===== src/rtl/he_pkg.sv =====
// Shared types for the homomorphic-operation sequencer: opcodes, opcode-register
// field layout and sequencer states.
package he_pkg;

  typedef enum logic [1:0] {
    OpNop  = 2'b00,
    OpCopy = 2'b01,
    OpAdd  = 2'b10,
    OpSub  = 2'b11
  } op_e;

  // Field positions inside the 32-bit Wishbone opcode register.
  localparam int unsigned OpLsb   = 0;
  localparam int unsigned OpMsb   = 1;
  localparam int unsigned SrcALsb = 2;
  localparam int unsigned SrcAMsb = 11;
  localparam int unsigned SrcBLsb = 12;
  localparam int unsigned SrcBMsb = 21;
  localparam int unsigned DstLsb  = 22;
  localparam int unsigned DstMsb  = 31;

  typedef enum logic [2:0] {
    StIdle,
    StRdA,
    StRdB,
    StCalc,
    StWr,
    StDone
  } state_e;

endpackage


===== src/rtl/he_op_sequencer_if.sv =====
// Command, host and scratch-memory signals of the sequencer, grouped as one bundle.
interface he_op_sequencer_if #(
  parameter int unsigned ADDR_WIDTH = 10,
  parameter int unsigned DATA_WIDTH = 128
);
  logic                  cmd_valid_i;
  logic                  cmd_ready_o;
  logic [1:0]            cmd_op_i;
  logic [ADDR_WIDTH-1:0] cmd_src_a_i;
  logic [ADDR_WIDTH-1:0] cmd_src_b_i;
  logic [ADDR_WIDTH-1:0] cmd_dst_i;

  logic                  host_req_i;
  logic                  host_we_i;
  logic [ADDR_WIDTH-1:0] host_addr_i;
  logic [DATA_WIDTH-1:0] host_wdata_i;
  logic                  host_gnt_o;

  logic                  mem_en_o;
  logic                  mem_we_o;
  logic [ADDR_WIDTH-1:0] mem_addr_o;
  logic [DATA_WIDTH-1:0] mem_wdata_o;
  logic [DATA_WIDTH-1:0] mem_rdata_i;

  modport master (
    output cmd_valid_i, cmd_op_i, cmd_src_a_i, cmd_src_b_i, cmd_dst_i,
    output host_req_i, host_we_i, host_addr_i, host_wdata_i, mem_rdata_i,
    input  cmd_ready_o, host_gnt_o, mem_en_o, mem_we_o, mem_addr_o, mem_wdata_o
  );

  modport slave (
    input  cmd_valid_i, cmd_op_i, cmd_src_a_i, cmd_src_b_i, cmd_dst_i,
    input  host_req_i, host_we_i, host_addr_i, host_wdata_i, mem_rdata_i,
    output cmd_ready_o, host_gnt_o, mem_en_o, mem_we_o, mem_addr_o, mem_wdata_o
  );
endinterface


===== src/rtl/he_elem_alu.sv =====
// Element-wise modular add/sub/copy; the modulus is 2^CIPHERTEXT_WIDTH, so
// plain truncating arithmetic is the reduction.
module he_elem_alu
  import he_pkg::*;
#(
  parameter int unsigned CIPHERTEXT_WIDTH = 10
) (
  input  op_e                         op_i,
  input  logic [CIPHERTEXT_WIDTH-1:0] a_i,
  input  logic [CIPHERTEXT_WIDTH-1:0] b_i,
  output logic [CIPHERTEXT_WIDTH-1:0] res_o
);

  always_comb begin
    res_o = a_i;
    unique case (op_i)
      OpAdd:   res_o = a_i + b_i;
      OpSub:   res_o = a_i - b_i;
      default: res_o = a_i;
    endcase
  end

endmodule


===== src/rtl/he_op_sequencer.sv =====
// Walks the DIMENSION+1 ciphertext elements through the shared scratch memory and
// arbitrates that single port between the engine and host accesses.
module he_op_sequencer
  import he_pkg::*;
#(
  parameter int unsigned CIPHERTEXT_WIDTH = 10,
  parameter int unsigned DIMENSION        = 2,
  parameter int unsigned DATA_WIDTH       = 128,
  parameter int unsigned ADDR_WIDTH       = 10
) (
  input  logic               wb_clk_i,
  input  logic               wb_rst_i,
  he_op_sequencer_if.slave   bus,
  output logic               busy_o,
  output logic               done_o
);

  localparam int unsigned IdxWidth = (DIMENSION > 0) ? $clog2(DIMENSION + 1) : 1;

  state_e                      state_q, state_d;
  op_e                         op_q, op_d;
  logic [ADDR_WIDTH-1:0]       src_a_q, src_a_d, src_b_q, src_b_d, dst_q, dst_d;
  logic [IdxWidth-1:0]         idx_q, idx_d;
  logic [CIPHERTEXT_WIDTH-1:0] a_q, a_d, b_q, b_d;
  logic [CIPHERTEXT_WIDTH-1:0] res;
  logic [ADDR_WIDTH-1:0]       idx_ext;

  logic                  eng_en, eng_we, host_slot;
  logic [ADDR_WIDTH-1:0] eng_addr;
  logic [DATA_WIDTH-1:0] eng_wdata;

  assign idx_ext = ADDR_WIDTH'(idx_q);

  he_elem_alu #(
    .CIPHERTEXT_WIDTH(CIPHERTEXT_WIDTH)
  ) u_alu (
    .op_i  (op_q),
    .a_i   (a_q),
    .b_i   (b_q),
    .res_o (res)
  );

  always_ff @(posedge wb_clk_i or negedge wb_rst_i) begin
    if (!wb_rst_i) begin
      state_q <= StIdle;
      op_q    <= OpNop;
      src_a_q <= '0;
      src_b_q <= '0;
      dst_q   <= '0;
      idx_q   <= '0;
      a_q     <= '0;
      b_q     <= '0;
    end else begin
      state_q <= state_d;
      op_q    <= op_d;
      src_a_q <= src_a_d;
      src_b_q <= src_b_d;
      dst_q   <= dst_d;
      idx_q   <= idx_d;
      a_q     <= a_d;
      b_q     <= b_d;
    end
  end

  always_comb begin
    state_d   = state_q;
    op_d      = op_q;
    src_a_d   = src_a_q;
    src_b_d   = src_b_q;
    dst_d     = dst_q;
    idx_d     = idx_q;
    a_d       = a_q;
    b_d       = b_q;
    eng_en    = 1'b0;
    eng_we    = 1'b0;
    eng_addr  = '0;
    eng_wdata = '0;
    host_slot = 1'b0;
    busy_o    = 1'b1;
    done_o    = 1'b0;
    bus.cmd_ready_o = 1'b0;

    unique case (state_q)
      StIdle: begin
        busy_o          = 1'b0;
        host_slot       = 1'b1;
        bus.cmd_ready_o = 1'b1;
        if (bus.cmd_valid_i) begin
          op_d    = op_e'(bus.cmd_op_i);
          src_a_d = bus.cmd_src_a_i;
          src_b_d = bus.cmd_src_b_i;
          dst_d   = bus.cmd_dst_i;
          idx_d   = '0;
          state_d = (op_e'(bus.cmd_op_i) == OpNop) ? StDone : StRdA;
        end
      end
      StRdA: begin
        eng_en   = 1'b1;
        eng_addr = src_a_q + idx_ext;
        state_d  = StRdB;
      end
      StRdB: begin
        a_d = bus.mem_rdata_i[CIPHERTEXT_WIDTH-1:0];
        if (op_q != OpCopy) begin
          eng_en   = 1'b1;
          eng_addr = src_b_q + idx_ext;
        end
        state_d = StCalc;
      end
      StCalc: begin
        // Port is free this cycle; a host read here returns during WR, which ignores rdata.
        host_slot = 1'b1;
        if (op_q != OpCopy) b_d = bus.mem_rdata_i[CIPHERTEXT_WIDTH-1:0];
        state_d = StWr;
      end
      StWr: begin
        eng_en    = 1'b1;
        eng_we    = 1'b1;
        eng_addr  = dst_q + idx_ext;
        eng_wdata = DATA_WIDTH'(res);
        if (idx_q == IdxWidth'(DIMENSION)) begin
          state_d = StDone;
        end else begin
          idx_d   = idx_q + IdxWidth'(1);
          state_d = StRdA;
        end
      end
      StDone: begin
        done_o    = 1'b1;
        host_slot = 1'b1;
        state_d   = StIdle;
      end
      default: state_d = StIdle;
    endcase
  end

  always_comb begin
    bus.host_gnt_o = bus.host_req_i && host_slot;
    if (bus.host_gnt_o) begin
      bus.mem_en_o    = 1'b1;
      bus.mem_we_o    = bus.host_we_i;
      bus.mem_addr_o  = bus.host_addr_i;
      bus.mem_wdata_o = bus.host_wdata_i;
    end else begin
      bus.mem_en_o    = eng_en;
      bus.mem_we_o    = eng_we;
      bus.mem_addr_o  = eng_addr;
      bus.mem_wdata_o = eng_wdata;
    end
  end

endmodule


===== src/flat_wrapper.sv =====
// flat-port wrapper written by rule: the top's interface ports become plain ports
module he_op_sequencer_flat import he_pkg::*;
#(
  parameter int unsigned CIPHERTEXT_WIDTH = 10,
  parameter int unsigned DIMENSION        = 2,
  parameter int unsigned DATA_WIDTH       = 128,
  parameter int unsigned ADDR_WIDTH       = 10
)
  (wb_clk_i, wb_rst_i, busy_o, done_o, bus_cmd_valid_i, bus_cmd_op_i, bus_cmd_src_a_i, bus_cmd_src_b_i, bus_cmd_dst_i, bus_host_req_i, bus_host_we_i, bus_host_addr_i, bus_host_wdata_i, bus_mem_rdata_i, bus_cmd_ready_o, bus_host_gnt_o, bus_mem_en_o, bus_mem_we_o, bus_mem_addr_o, bus_mem_wdata_o);
  he_op_sequencer_if #(.ADDR_WIDTH(ADDR_WIDTH), .DATA_WIDTH(DATA_WIDTH)) bus_i ();
  input  logic wb_clk_i;
  input  logic wb_rst_i;
  output logic busy_o;
  output logic done_o;
  input wire logic [$bits(bus_i.cmd_valid_i)-1:0] bus_cmd_valid_i;
  input wire logic [$bits(bus_i.cmd_op_i)-1:0] bus_cmd_op_i;
  input wire logic [$bits(bus_i.cmd_src_a_i)-1:0] bus_cmd_src_a_i;
  input wire logic [$bits(bus_i.cmd_src_b_i)-1:0] bus_cmd_src_b_i;
  input wire logic [$bits(bus_i.cmd_dst_i)-1:0] bus_cmd_dst_i;
  input wire logic [$bits(bus_i.host_req_i)-1:0] bus_host_req_i;
  input wire logic [$bits(bus_i.host_we_i)-1:0] bus_host_we_i;
  input wire logic [$bits(bus_i.host_addr_i)-1:0] bus_host_addr_i;
  input wire logic [$bits(bus_i.host_wdata_i)-1:0] bus_host_wdata_i;
  input wire logic [$bits(bus_i.mem_rdata_i)-1:0] bus_mem_rdata_i;
  output wire logic [$bits(bus_i.cmd_ready_o)-1:0] bus_cmd_ready_o;
  output wire logic [$bits(bus_i.host_gnt_o)-1:0] bus_host_gnt_o;
  output wire logic [$bits(bus_i.mem_en_o)-1:0] bus_mem_en_o;
  output wire logic [$bits(bus_i.mem_we_o)-1:0] bus_mem_we_o;
  output wire logic [$bits(bus_i.mem_addr_o)-1:0] bus_mem_addr_o;
  output wire logic [$bits(bus_i.mem_wdata_o)-1:0] bus_mem_wdata_o;
  assign bus_i.cmd_valid_i = bus_cmd_valid_i;
  assign bus_i.cmd_op_i = bus_cmd_op_i;
  assign bus_i.cmd_src_a_i = bus_cmd_src_a_i;
  assign bus_i.cmd_src_b_i = bus_cmd_src_b_i;
  assign bus_i.cmd_dst_i = bus_cmd_dst_i;
  assign bus_i.host_req_i = bus_host_req_i;
  assign bus_i.host_we_i = bus_host_we_i;
  assign bus_i.host_addr_i = bus_host_addr_i;
  assign bus_i.host_wdata_i = bus_host_wdata_i;
  assign bus_i.mem_rdata_i = bus_mem_rdata_i;
  assign bus_cmd_ready_o = bus_i.cmd_ready_o;
  assign bus_host_gnt_o = bus_i.host_gnt_o;
  assign bus_mem_en_o = bus_i.mem_en_o;
  assign bus_mem_we_o = bus_i.mem_we_o;
  assign bus_mem_addr_o = bus_i.mem_addr_o;
  assign bus_mem_wdata_o = bus_i.mem_wdata_o;
  he_op_sequencer #(.CIPHERTEXT_WIDTH(CIPHERTEXT_WIDTH), .DIMENSION(DIMENSION), .DATA_WIDTH(DATA_WIDTH), .ADDR_WIDTH(ADDR_WIDTH)) u_core (.wb_clk_i(wb_clk_i), .wb_rst_i(wb_rst_i), .bus(bus_i), .busy_o(busy_o), .done_o(done_o));
endmodule

===== config.mk =====
export PLATFORM = sky130hd
export DESIGN_NAME = he_op_sequencer_flat
export DESIGN_NICKNAME = d
export VERILOG_FILES = /design/src/rtl/he_pkg.sv /design/src/rtl/he_op_sequencer_if.sv /design/src/rtl/he_elem_alu.sv /design/src/rtl/he_op_sequencer.sv /design/src/flat_wrapper.sv
export SDC_FILE = /design/constraint.sdc
export NUM_CORES = 1
export LEC_CHECK = 0
export ABC_AREA = 1
export CAP_MARGIN = 20
export CORE_AREA = 2 2 173 175
export DETAILED_ROUTE_END_ITERATION = 10
export DIE_AREA = 0 0 175 177
export GPL_TIMING_DRIVEN = 0
export SLEW_MARGIN = 25
export SYNTH_ARGS = -nofsm -noshare
export SYNTH_HDL_FRONTEND = slang
export SYNTH_SLANG_ARGS = --single-unit

===== constraint.sdc =====
create_clock -name wb_clk_i -period 4.8 [get_ports wb_clk_i]
set_input_delay 1.2 -clock wb_clk_i [delete_from_list [all_inputs] [get_ports wb_clk_i]]
set_output_delay 1.2 -clock wb_clk_i [all_outputs]
set_load 0.01 [all_outputs]

==> results of run 1 <==
-- cells in the final DEF (no fill, tap or decap), drive strengths merged, types with 8 or more instances in the layout --
| master | n |
|---|---|
| clkdlybuf4s50 | 327 |
| inv | 184 |
| nor2 | 161 |
| nand2 | 135 |
| dfrtp | 57 |
| o21ai | 42 |
| nand3 | 31 |
| a21oi | 27 |
| buf | 26 |
| mux2 | 22 |
| ha | 15 |
| clkbuf | 15 |
| xor2 | 8 |
-- final timing paths --
check | start | endpoint | cells past startpoint
max | u_core.op_q[1]$_DFFE_PN0P_ | bus_mem_wdata_o[6] | 13
max reg2reg | u_core.state_q[0]$_DFFE_PN0P_ | u_core.src_b_q[8]$_DFFE_PN0P_ | 8
min reg2reg | u_core.b_q[7]$_DFFE_PN0P_ | u_core.b_q[7]$_DFFE_PN0P_ | 2
max in group asynchronous | wb_rst_i | u_core.b_q[2]$_DFFE_PN0P_ | 2
min | u_core.b_q[7]$_DFFE_PN0P_ | u_core.b_q[7]$_DFFE_PN0P_ | 2
min in group asynchronous | wb_rst_i | u_core.src_b_q[7]$_DFFE_PN0P_ | 1
-- final cells by class --
| cell class | count | area share |
|---|---|---|
| antenna | 1 | 0.000280 |
| buffer | 26 | 0.0190 |
| clock buffer | 10 | 0.0267 |
| clock inverter | 6 | 0.00742 |
| inverter | 184 | 0.0776 |
| multi-input combinational | 483 | 0.283 |
| sequential | 57 | 0.160 |
| tap | 390 | 0.0546 |
| timing repair buffer | 332 | 0.372 |
-- metrics by stage --
step	cell area [um2]	setup slack [ps]	utilization	total power, uW	cells
2_1_floorplan	4800	1220	-	2890	752
3_3_place_gp	8570	198	0.293	4500	1470
3_5_place_dp	8590	152	0.294	4530	1471
4_1_cts	8890	50.4	0.304	5220	1485
5_1_grt	8940	-14.4	0.306	5670	1489
6_report	8940	196	0.306	5210	1489
-- where the power goes --
part | switching (uW) | leakage, uW | internal [uW] | total, uW
combinational | 2040 | 0.00348 | 1630 | 3670
clock | 236 | 0.000141 | 416 | 653
sequential | 176 | 0.000675 | 716 | 893
total | 2450 | 0.00429 | 2760 | 5210
-- state kept, by name (all words and copies together), names as in the netlist --
signal,flops
u_core.dst_q,10
u_core.state_q,3
u_core.src_a_q,10
u_core.idx_q,2
u_core.b_q,10
u_core.a_q,10
u_core.src_b_q,10
u_core.op_q,2
-- critical path, cell delays in order, from the launching register on --
cell and delay, ps:
dfrtp_1 310, buf_2 230, nand2_2 220, nand2_1 100
o21ai_0 160, fa_1 470, nand3b_1 180, nand2_1 150
a21oi_1 100, or2_2 280, nand3_1 70, o211ai_1 160
nand2_1 110, clkdlybuf4s50_1 530
-- cell usage after synthesis --
library cell,n,share of area
inv_1,179,0.14
nor2_1,158,0.12
nand2_1,129,0.10
dfrtp_1,57,0.30
o21ai_0,38,0.040
nand3_1,31,0.032
a21oi_1,27,0.028
mux2_2,22,0.052
ha_1,15,0.039
buf_4,11,0.017
xor2_1,8,0.015
buf_2,7,0.0073
clkbuf_1,7,0.0055
o211ai_1,7,0.011
nand2_2,5,0.0065
nand4_1,5,0.0065
inv_2,4,0.0031
nor3_1,4,0.0042
xnor2_1,4,0.0073
buf_6,3,0.0070
fa_1,3,0.013
nand3b_1,3,0.0047
o31ai_1,3,0.0047
a31oi_1,2,0.0026
nor2_4,2,0.0047
o21ai_1,2,0.0021
o21ai_2,2,0.0037
o21bai_1,2,0.0031
or2_2,2,0.0026
a21o_1,1,0.0016
a22oi_1,1,0.0016
a32o_1,1,0.0021
clkinv_1,1,0.00078
nand2_4,1,0.0023
nor2_2,1,0.0013
nor3_2,1,0.0021
o221ai_1,1,0.0018
o311ai_0,1,0.0018
or2_1,1,0.0013
-- timing repair --
item,in CTS,in global routing
gates resized for setup,0,11
endpoints found under the setup margin,7,7
pin swaps,0,1
setup buffers,0,3
gates cloned,0,0
-- metal layers --
metal	global-route usage	wire (um)	vias to the layer above	share of wire
met5	0	32	-	0.0011
met4	0.0365	335	4	0.011
li1	-	-	2945	-
met3	0.109	4040	23	0.14
met1	0.224	12400	2791	0.43
met2	0.285	12400	247	0.42
-- cells by family (layout without fill, tap and decap cells) --
family          after synthesis  count (layout)  synth area share
compound gates               88              88             0.104
xor+xnor                     12              12            0.0219
buf+inv                     212             558             0.181
mux                          22              22            0.0516
flops                        57              57             0.297
fa+ha+maj                    18              18            0.0516
simple gates                343             343             0.293
other cells                   0               1                 0
==> run summary, run 1 <==
Starting Density -> 0.164
status -> finished clean
number of I/O pins -> 447
Max Fclk -> 217 MHz
1st-iter DRT viols -> 270
largest fanout on the critical path -> 11
register clock-pin slew on the reported worst setup and hold paths -> 50 ps
Setup crit start kind -> flop
Worst-Margin Slew -> 610 ps
CP Data Arrival Time -> 3400 ps
antenna violations before repair -> 4
Vias/cell -> 4.04
setup TNS -> 0 ps
final wirelength -> 29,300 um
later-pin clock latency in the skew report -> 330 ps
Worst Setup Path Type -> flop to output port
Syn Nets -> 1,073
Cell Area, Synth -> 4800 um2
die height -> 177 um
layout cells sized above 1 -> 0.0811
first drt pass iteration count -> 5
global-route wire length before repair -> 41,100 um
P&R area growth vs syn -> 86.2%
CORE AREA -> 29,200 um2
vias -> 6,010
Cell variety after synth -> 39
total grt overflow -> 0
antenna-violating nets left -> 0
Hold Crit Class -> flop to flop
H-tree levels -> 3
Filler cells -> 3,191
Worst Skew -> 7.25 ps
Nets -> 1,414
Synth warnings -> 0
Slew Limit Fails -> 0
DP Wirelength -> 25,400 um
Slew HR -> 0.588
Worst setup EP type -> output port
Avg WL per Cell -> 19.7 um
Final Hold Viols -> 0
pwr/cell area -> 583 nW/um2
PortBufs -> 328
area of the multi-input gates -> 2530 um2
synthesized area per cell -> 6.38 um2
total of max-cap violations -> 0
clk sinks -> 57
final setup violation count -> 0
total track usage -> 0.185
clk buf depth -> 2
fin crit share -> 0.959
VDD IR-drop max -> 0.000213 V
Reg area -> 1430 um2
largest net degree at the start of global routing -> 35
CTS Root Cell -> clkbuf_16
GP Congestion -> 0.890
synthesis-stage register bit count -> 57
Hold Buf Count CTS -> 0
sequential fraction of the synthesis area -> 0.297
chip width -> 175 um
leakage -> 0.00429 uW
worst path required time -> 3600 ps
WHS -> 491 ps
r2r setup slk -> 2780 ps
Core Rows -> 63
vias in the first global route -> 6,173
CTS tree -> yes
CTS Buf Count -> 9
post-layout min period -> 4600 ps
Mapped Cells -> 752
drc violations -> 0
die area -> 31,000 um2
Power figures use the tool's default switching activity.
==> inputs of run 2 (changes only) <==
CORE_AREA = 10 10 167 169   (was 2 2 173 175)
DIE_AREA = 0 0 177 179   (was 0 0 175 177)
==> run summary, run 2 (synthesis gave the netlist of run 1 again) <==
status -> finished clean
largest net degree at the start of global routing -> 32 (-8.6%)
register clock-pin slew on the reported worst setup and hold paths -> 50 ps (about the same)
CTS tree -> yes
die area -> 31,700 um2 (+2.3%)
Setup crit start kind -> flop
Worst Setup Path Type -> flop to output port
Worst setup EP type -> output port
final setup violation count -> 0 (unchanged)
layout cells sized above 1 -> 0.0784 (-0.00266)
chip width -> 177 um (+1.1%)
Final Hold Viols -> 0 (unchanged)
most frequent cells in the layout -> clkdlybuf4s50_1, inv_1, nor2_1, nand2_1, dfrtp_1
Hold Path Depth -> 2 (unchanged)
clk buf depth -> 2 (unchanged)
global-route wire length before repair -> 39,400 um (-4.2%)
share of total power in the clock network -> 0.137 (+0.012)
largest fanout on the critical path -> 3 (-8)
CP Data Arrival Time -> 3330 ps (-70 ps)
DP Wirelength -> 23,600 um (-7.0%)
Slew Limit Fails -> 0 (unchanged)
Filler cells -> 2,654 (-17%)
combinational fraction of design power -> 0.690 (-0.014)
Pwr Total -> 5180 uW (-0.66%)
Core Rows -> 58 (-7.9%)
clk sinks -> 57 (unchanged)
area of the multi-input gates -> 2520 um2 (-0.40%)
Max Fclk -> 221 MHz (+1.7%)
worst path required time -> 3600 ps (about the same)
Starting Density -> 0.194 (+0.0298)
Worst-Margin Slew -> 571 ps (-38.8 ps)
PortBufs -> 328 (unchanged)
total grt overflow -> 0 (unchanged)
vias -> 5,857 (-2.5%)
GP Congestion -> 0.906 (+1.9%)
later-pin clock latency in the skew report -> 330 ps (about the same)
leakage -> 0.00432 uW (+0.58%)
crit path cell chain -> inv_1, ha_1, inv_1, nor3_1, inv_1, o21ai_1, xor2_1, ha_1, nand2_1, inv_1, a21oi_1, nand3_1, nand3_1, nand3_1, nand2_1, nand3_1, nand2_1, clkdlybuf4s50_1
pre-CTS setup slack -> 121 ps (-30.4 ps)
Vias/cell -> 4.10 (+1.6%)
first drt pass iteration count -> 4 (-1)
post-layout min period -> 4530 ps (-79.0 ps)
Sw Ratio -> 0.454 (-0.0157)
1st-iter DRT viols -> 285 (+5.6%)
CP max-delay cell -> clkdlybuf4s50_1
Post-DP Area -> 8510 um2 (-0.87%)
final wirelength -> 27,500 um (-6.2%)
Hold Buf Count CTS -> 0 (unchanged)
P&R area growth vs syn -> 85.0%
pwr/cell area -> 583 nW/um2 (about the same)
Reg area -> 1430 um2 (unchanged)
WHS -> 486 ps (-4.35 ps)
max incr delay on CP -> 540 ps (about the same)
total track usage -> 0.166 (-0.0191)
CORE AREA -> 24,700 um2 (-15%)
total of max-cap violations -> 0 (unchanged)
Sw Pwr -> 2350 uW (-4.0%)
die height -> 179 um (+1.1%)
Worst Skew -> 7.93 ps (+0.683 ps)
CTS Root Cell -> clkbuf_16
internal power -> 2820 uW (+2.3%)
Seq pwr share -> 0.172 (about the same)
unrepaired setup endpoints after global routing -> true
CTS Buf Count -> 9 (unchanged)
number of I/O pins -> 447 (unchanged)
VDD IR-drop max -> 0.000227 V (+6.5%)
antenna violations before repair -> 3 (-1)
post-route cell area -> 8880 um2 (-0.63%)
commonest non-fill, non-tap cell in the layout -> clkdlybuf4s50_1
antenna-violating nets left -> 0 (unchanged)
Setup WS post-layout -> 275 ps (+79.0 ps)
R2R depth -> 6 (-2)
drc violations -> 0 (unchanged)
Hold Crit Class -> flop to flop
Nets -> 1,414 (unchanged)
H-tree levels -> 3 (unchanged)
Avg WL per Cell -> 19.2 um (-2.2%)
Slew HR -> 0.617 (+0.0290)
vias in the first global route -> 6,090 (-1.3%)
fin crit share -> 0.943 (-0.0165)
[run 2: worst max-delay path: cells and delay by family, from the launching register on]
family	cells	cell delay, ps
AND/OR/NAND/NOR	8	880
XOR/XNOR	1	170
flip-flops	1	380
AO/OA/AOI/OAI	2	280
adder cells (fa/ha/maj)	2	450
buffers and inverters	5	840
[run 2: metrics by stage]
step | util | instances | TNS (ps)
2_1_floorplan | - | 752 | 0
6_report | 0.359 | 1428 | 0
3_3_place_gp | 0.343 | 1410 | 0
5_1_grt | 0.359 | 1427 | -51.4
3_5_place_dp | 0.344 | 1411 | 0
4_1_cts | 0.357 | 1425 | 0
[run 2: metal layers]
| metal | vias to the layer above | global-route usage | wire length (um) |
|---|---|---|---|
| li1 | 2941 | - | - |
| met1 | 2670 | 0.203 | 11900 |
| met2 | 222 | 0.263 | 12000 |
| met3 | 22 | 0.0798 | 3240 |
| met4 | 2 | 0.0284 | 285 |
| met5 | - | 0 | 13 |
[run 2: final timing paths]
path                                          startpoint                       endpoint  slack [ps]
hold reg to reg                u_core.b_q[7]$_DFFE_PN0P_      u_core.b_q[7]$_DFFE_PN0P_         490
max in group asynchronous                       wb_rst_i      u_core.a_q[6]$_DFFE_PN0P_        3490
setup / recovery               u_core.b_q[0]$_DFFE_PN0P_             bus_mem_wdata_o[9]         270
min in group asynchronous                       wb_rst_i  u_core.src_b_q[7]$_DFFE_PN0P_         800
setup reg to reg           u_core.state_q[2]$_DFFE_PN0P_      u_core.a_q[8]$_DFFE_PN0P_        2790
hold / removal                 u_core.b_q[7]$_DFFE_PN0P_      u_core.b_q[7]$_DFFE_PN0P_         490
[run 2: cell type report]
type                            instances  area share
Antenna cell                            1    0.000282
Buffer                                 26      0.0192
Clock buffer                           11      0.0285
Clock inverter                          4     0.00859
Inverter                              184      0.0783
Multi-Input combinational cell        483       0.284
Sequential cell                        57       0.161
Tap cell                              330      0.0465
Timing Repair Buffer                  332       0.374
[run 2: what timing repair did]
action,in CTS,in global routing
resized for setup,1,10
gates cloned,0,0
pin swaps,0,1
endpoints found under the setup margin,4,7
endpoints found under the hold margin,0,0
buffers inserted,0,3
[run 2: power groups by stage]
| stage | clock network (uW) | logic [uW] | registers [uW] |
|---|---|---|---|
| global route | 749 | 3980 | 924 |
| finish | 712 | 3580 | 891 |
| floorplan | 0 | 2040 | 846 |
| detailed placement | 0 | 3560 | 896 |
| global placement | 0 | 3540 | 889 |
| CTS | 727 | 3580 | 889 |
==> inputs of run 3 (changes only) <==
GPL_ROUTABILITY_DRIVEN = 0   (was default)
==> run summary, run 3 (synthesis gave the netlist of run 1 again) <==
final wirelength -> 27,400 um (-0.34%)
vias -> 5,885 (+0.48%)
die area -> 31,700 um2 (unchanged)
Post-DP Area -> 8510 um2 (unchanged)
1st-iter DRT viols -> 281 (-1.4%)
CTS Root Cell -> clkbuf_16
Vias/cell -> 4.12 (+0.34%)
CTS tree -> yes
CORE AREA -> 24,700 um2 (unchanged)
DP Wirelength -> 23,500 um (-0.29%)
global-route wire length before repair -> 39,000 um (-1.0%)
Filler cells -> 2,613 (-1.5%)
Worst Skew -> 3.78 ps (-4.15 ps)
Slew HR -> 0.608 (-0.00975)
R2R depth -> 6 (unchanged)
antenna-violating nets left -> 0 (unchanged)
antenna violations before repair -> 3 (unchanged)
chip width -> 177 um (unchanged)
clk sinks -> 57 (unchanged)
Hold Crit Class -> flop to flop
layout cells sized above 1 -> 0.0819 (+0.00350)
Worst setup EP type -> output port
Hold Buf Count CTS -> 0 (unchanged)
PortBufs -> 328 (unchanged)
most frequent cells in the layout -> clkdlybuf4s50_1, inv_1, nor2_1, nand2_1, dfrtp_1
Worst-Margin Slew -> 589 ps (+17.7 ps)
CTS Buf Count -> 9 (unchanged)
total track usage -> 0.165 (-0.00124)
status -> finished clean
VDD IR-drop max -> 0.000248 V (+9.4%)
commonest non-fill, non-tap cell in the layout -> clkdlybuf4s50_1
total of max-cap violations -> 0 (unchanged)
Slew Limit Fails -> 0 (unchanged)
final core occ -> 0.357 (-0.00157)
Final Hold Viols -> 0 (unchanged)
die height -> 179 um (unchanged)
largest net degree at the start of global routing -> 40 (+25%)
P&R area growth vs syn -> 84.2%
Core Rows -> 58 (unchanged)
combinational fraction of design power -> 0.707 (+0.017)
final setup violation count -> 0 (unchanged)
Seq pwr share -> 0.175 (+0.003)
post-layout min period -> 4530 ps (+2.40 ps)
Starting Density -> 0.194 (unchanged)
post-route cell area -> 8840 um2 (-0.44%)
leakage -> 0.00429 uW (-0.69%)
Setup crit start kind -> flop
largest fanout on the critical path -> 10 (+7)
later-pin clock latency in the skew report -> 330 ps (about the same)
worst path required time -> 3600 ps (about the same)
clk buf depth -> 2 (unchanged)
share of total power in the clock network -> 0.118 (-0.019)
fin crit share -> 0.943 (about the same)
vias in the first global route -> 6,141 (+0.84%)
unrepaired setup endpoints after global routing -> false
CP Data Arrival Time -> 3330 ps (about the same)
total grt overflow -> 0 (unchanged)
Avg WL per Cell -> 19.1 um (-0.48%)
Max Fclk -> 221 MHz (about the same)
register clock-pin slew on the reported worst setup and hold paths -> 50 ps (about the same)
setup TNS -> 0 ps (unchanged)
H-tree levels -> 3 (unchanged)
Hold Path Depth -> 2 (unchanged)
Nets -> 1,415 (+0.071%)
drc violations -> 0 (unchanged)
pwr/cell area -> 576 nW/um2 (-1.3%)
first drt pass iteration count -> 5 (+1)
internal power -> 2720 uW (-3.9%)
Sw Pwr -> 2370 uW (+0.89%)
Sw Ratio -> 0.466 (+0.0120)
Worst Setup Path Type -> flop to output port
number of I/O pins -> 447 (unchanged)
==> run 3: worst paths after layout <==
check	from	endpoint	slack (ps)
max	u_core.state_q[0]$_DFFE_PN0P_	bus_mem_addr_o[8]	270
min	u_core.b_q[7]$_DFFE_PN0P_	u_core.b_q[7]$_DFFE_PN0P_	480
max reg2reg	u_core.state_q[2]$_DFFE_PN0P_	u_core.a_q[8]$_DFFE_PN0P_	2820
min reg2reg	u_core.b_q[7]$_DFFE_PN0P_	u_core.b_q[7]$_DFFE_PN0P_	480
max in group asynchronous	wb_rst_i	u_core.a_q[6]$_DFFE_PN0P_	3550
min in group asynchronous	wb_rst_i	u_core.src_b_q[8]$_DFFE_PN0P_	740
==> run 3: critical path, cell delays in order, from the launching register on <==
cell	delay (ps)
dfrtp_1	430
nor2_4	220
nand2_4	100
clkinv_2	170
nand2_1	70
nand2_1	90
ha_1	200
inv_1	60
fa_1	390
nor2_2	160
inv_1	70
nor2_2	100
nand2_1	80
o21bai_1	120
nand3_1	100
nand3_1	90
clkdlybuf4s50_1	550
==> run 3: what timing repair did <==
item,CTS,global route
pin swaps,0,1
buffers inserted,0,4
gates resized for setup,1,9
setup endpoints to repair,4,6
==> run 3: area by class of cell <==
type	count	area, um2	share of cell area
clock buffers	10	239	0.0270
flip-flops and latches	57	1430	0.161
well taps	330	413	0.0467
plain buffers	26	170	0.0192
diodes	1	2.50	0.000283
repair buffers	333	3330	0.377
clock inverters	6	42.5	0.00481
inverters	184	692	0.0783
multi-input cells	483	2530	0.286
==> run 3: routing by layer <==
layer	share of wire	track usage	wire length, um	vias up
met3	0.11	0.0769	3140	23
li1	-	-	-	2944
met4	0.014	0.0354	385	2
met1	0.43	0.202	11900	2681
met2	0.44	0.259	11900	235
met5	0.00047	0	13	-
==> run 3: metrics by stage <==
| stage | cells | worst slack [ps] | hold WS [ps] | power [uW] |
|---|---|---|---|---|
| after global routing | 1430 | 3.14 | 516 | 5550 |
| after CTS | 1425 | 82.9 | 488 | 5100 |
| final | 1430 | 273 | 480 | 5090 |
| after global placement | 1410 | 162 | 470 | 4410 |
| after floorplan | 752 | 1220 | 453 | 2890 |
| after detailed placement | 1411 | 173 | 475 | 4460 |
==> run 3: power groups by stage <==
stage	combinational (uW)	clock [uW]	sequential [uW]
2_1_floorplan	2040	0	846
3_3_place_gp	3530	0	887
3_5_place_dp	3570	0	894
4_1_cts	3590	617	887
5_1_grt	3990	640	919
6_report	3600	599	891
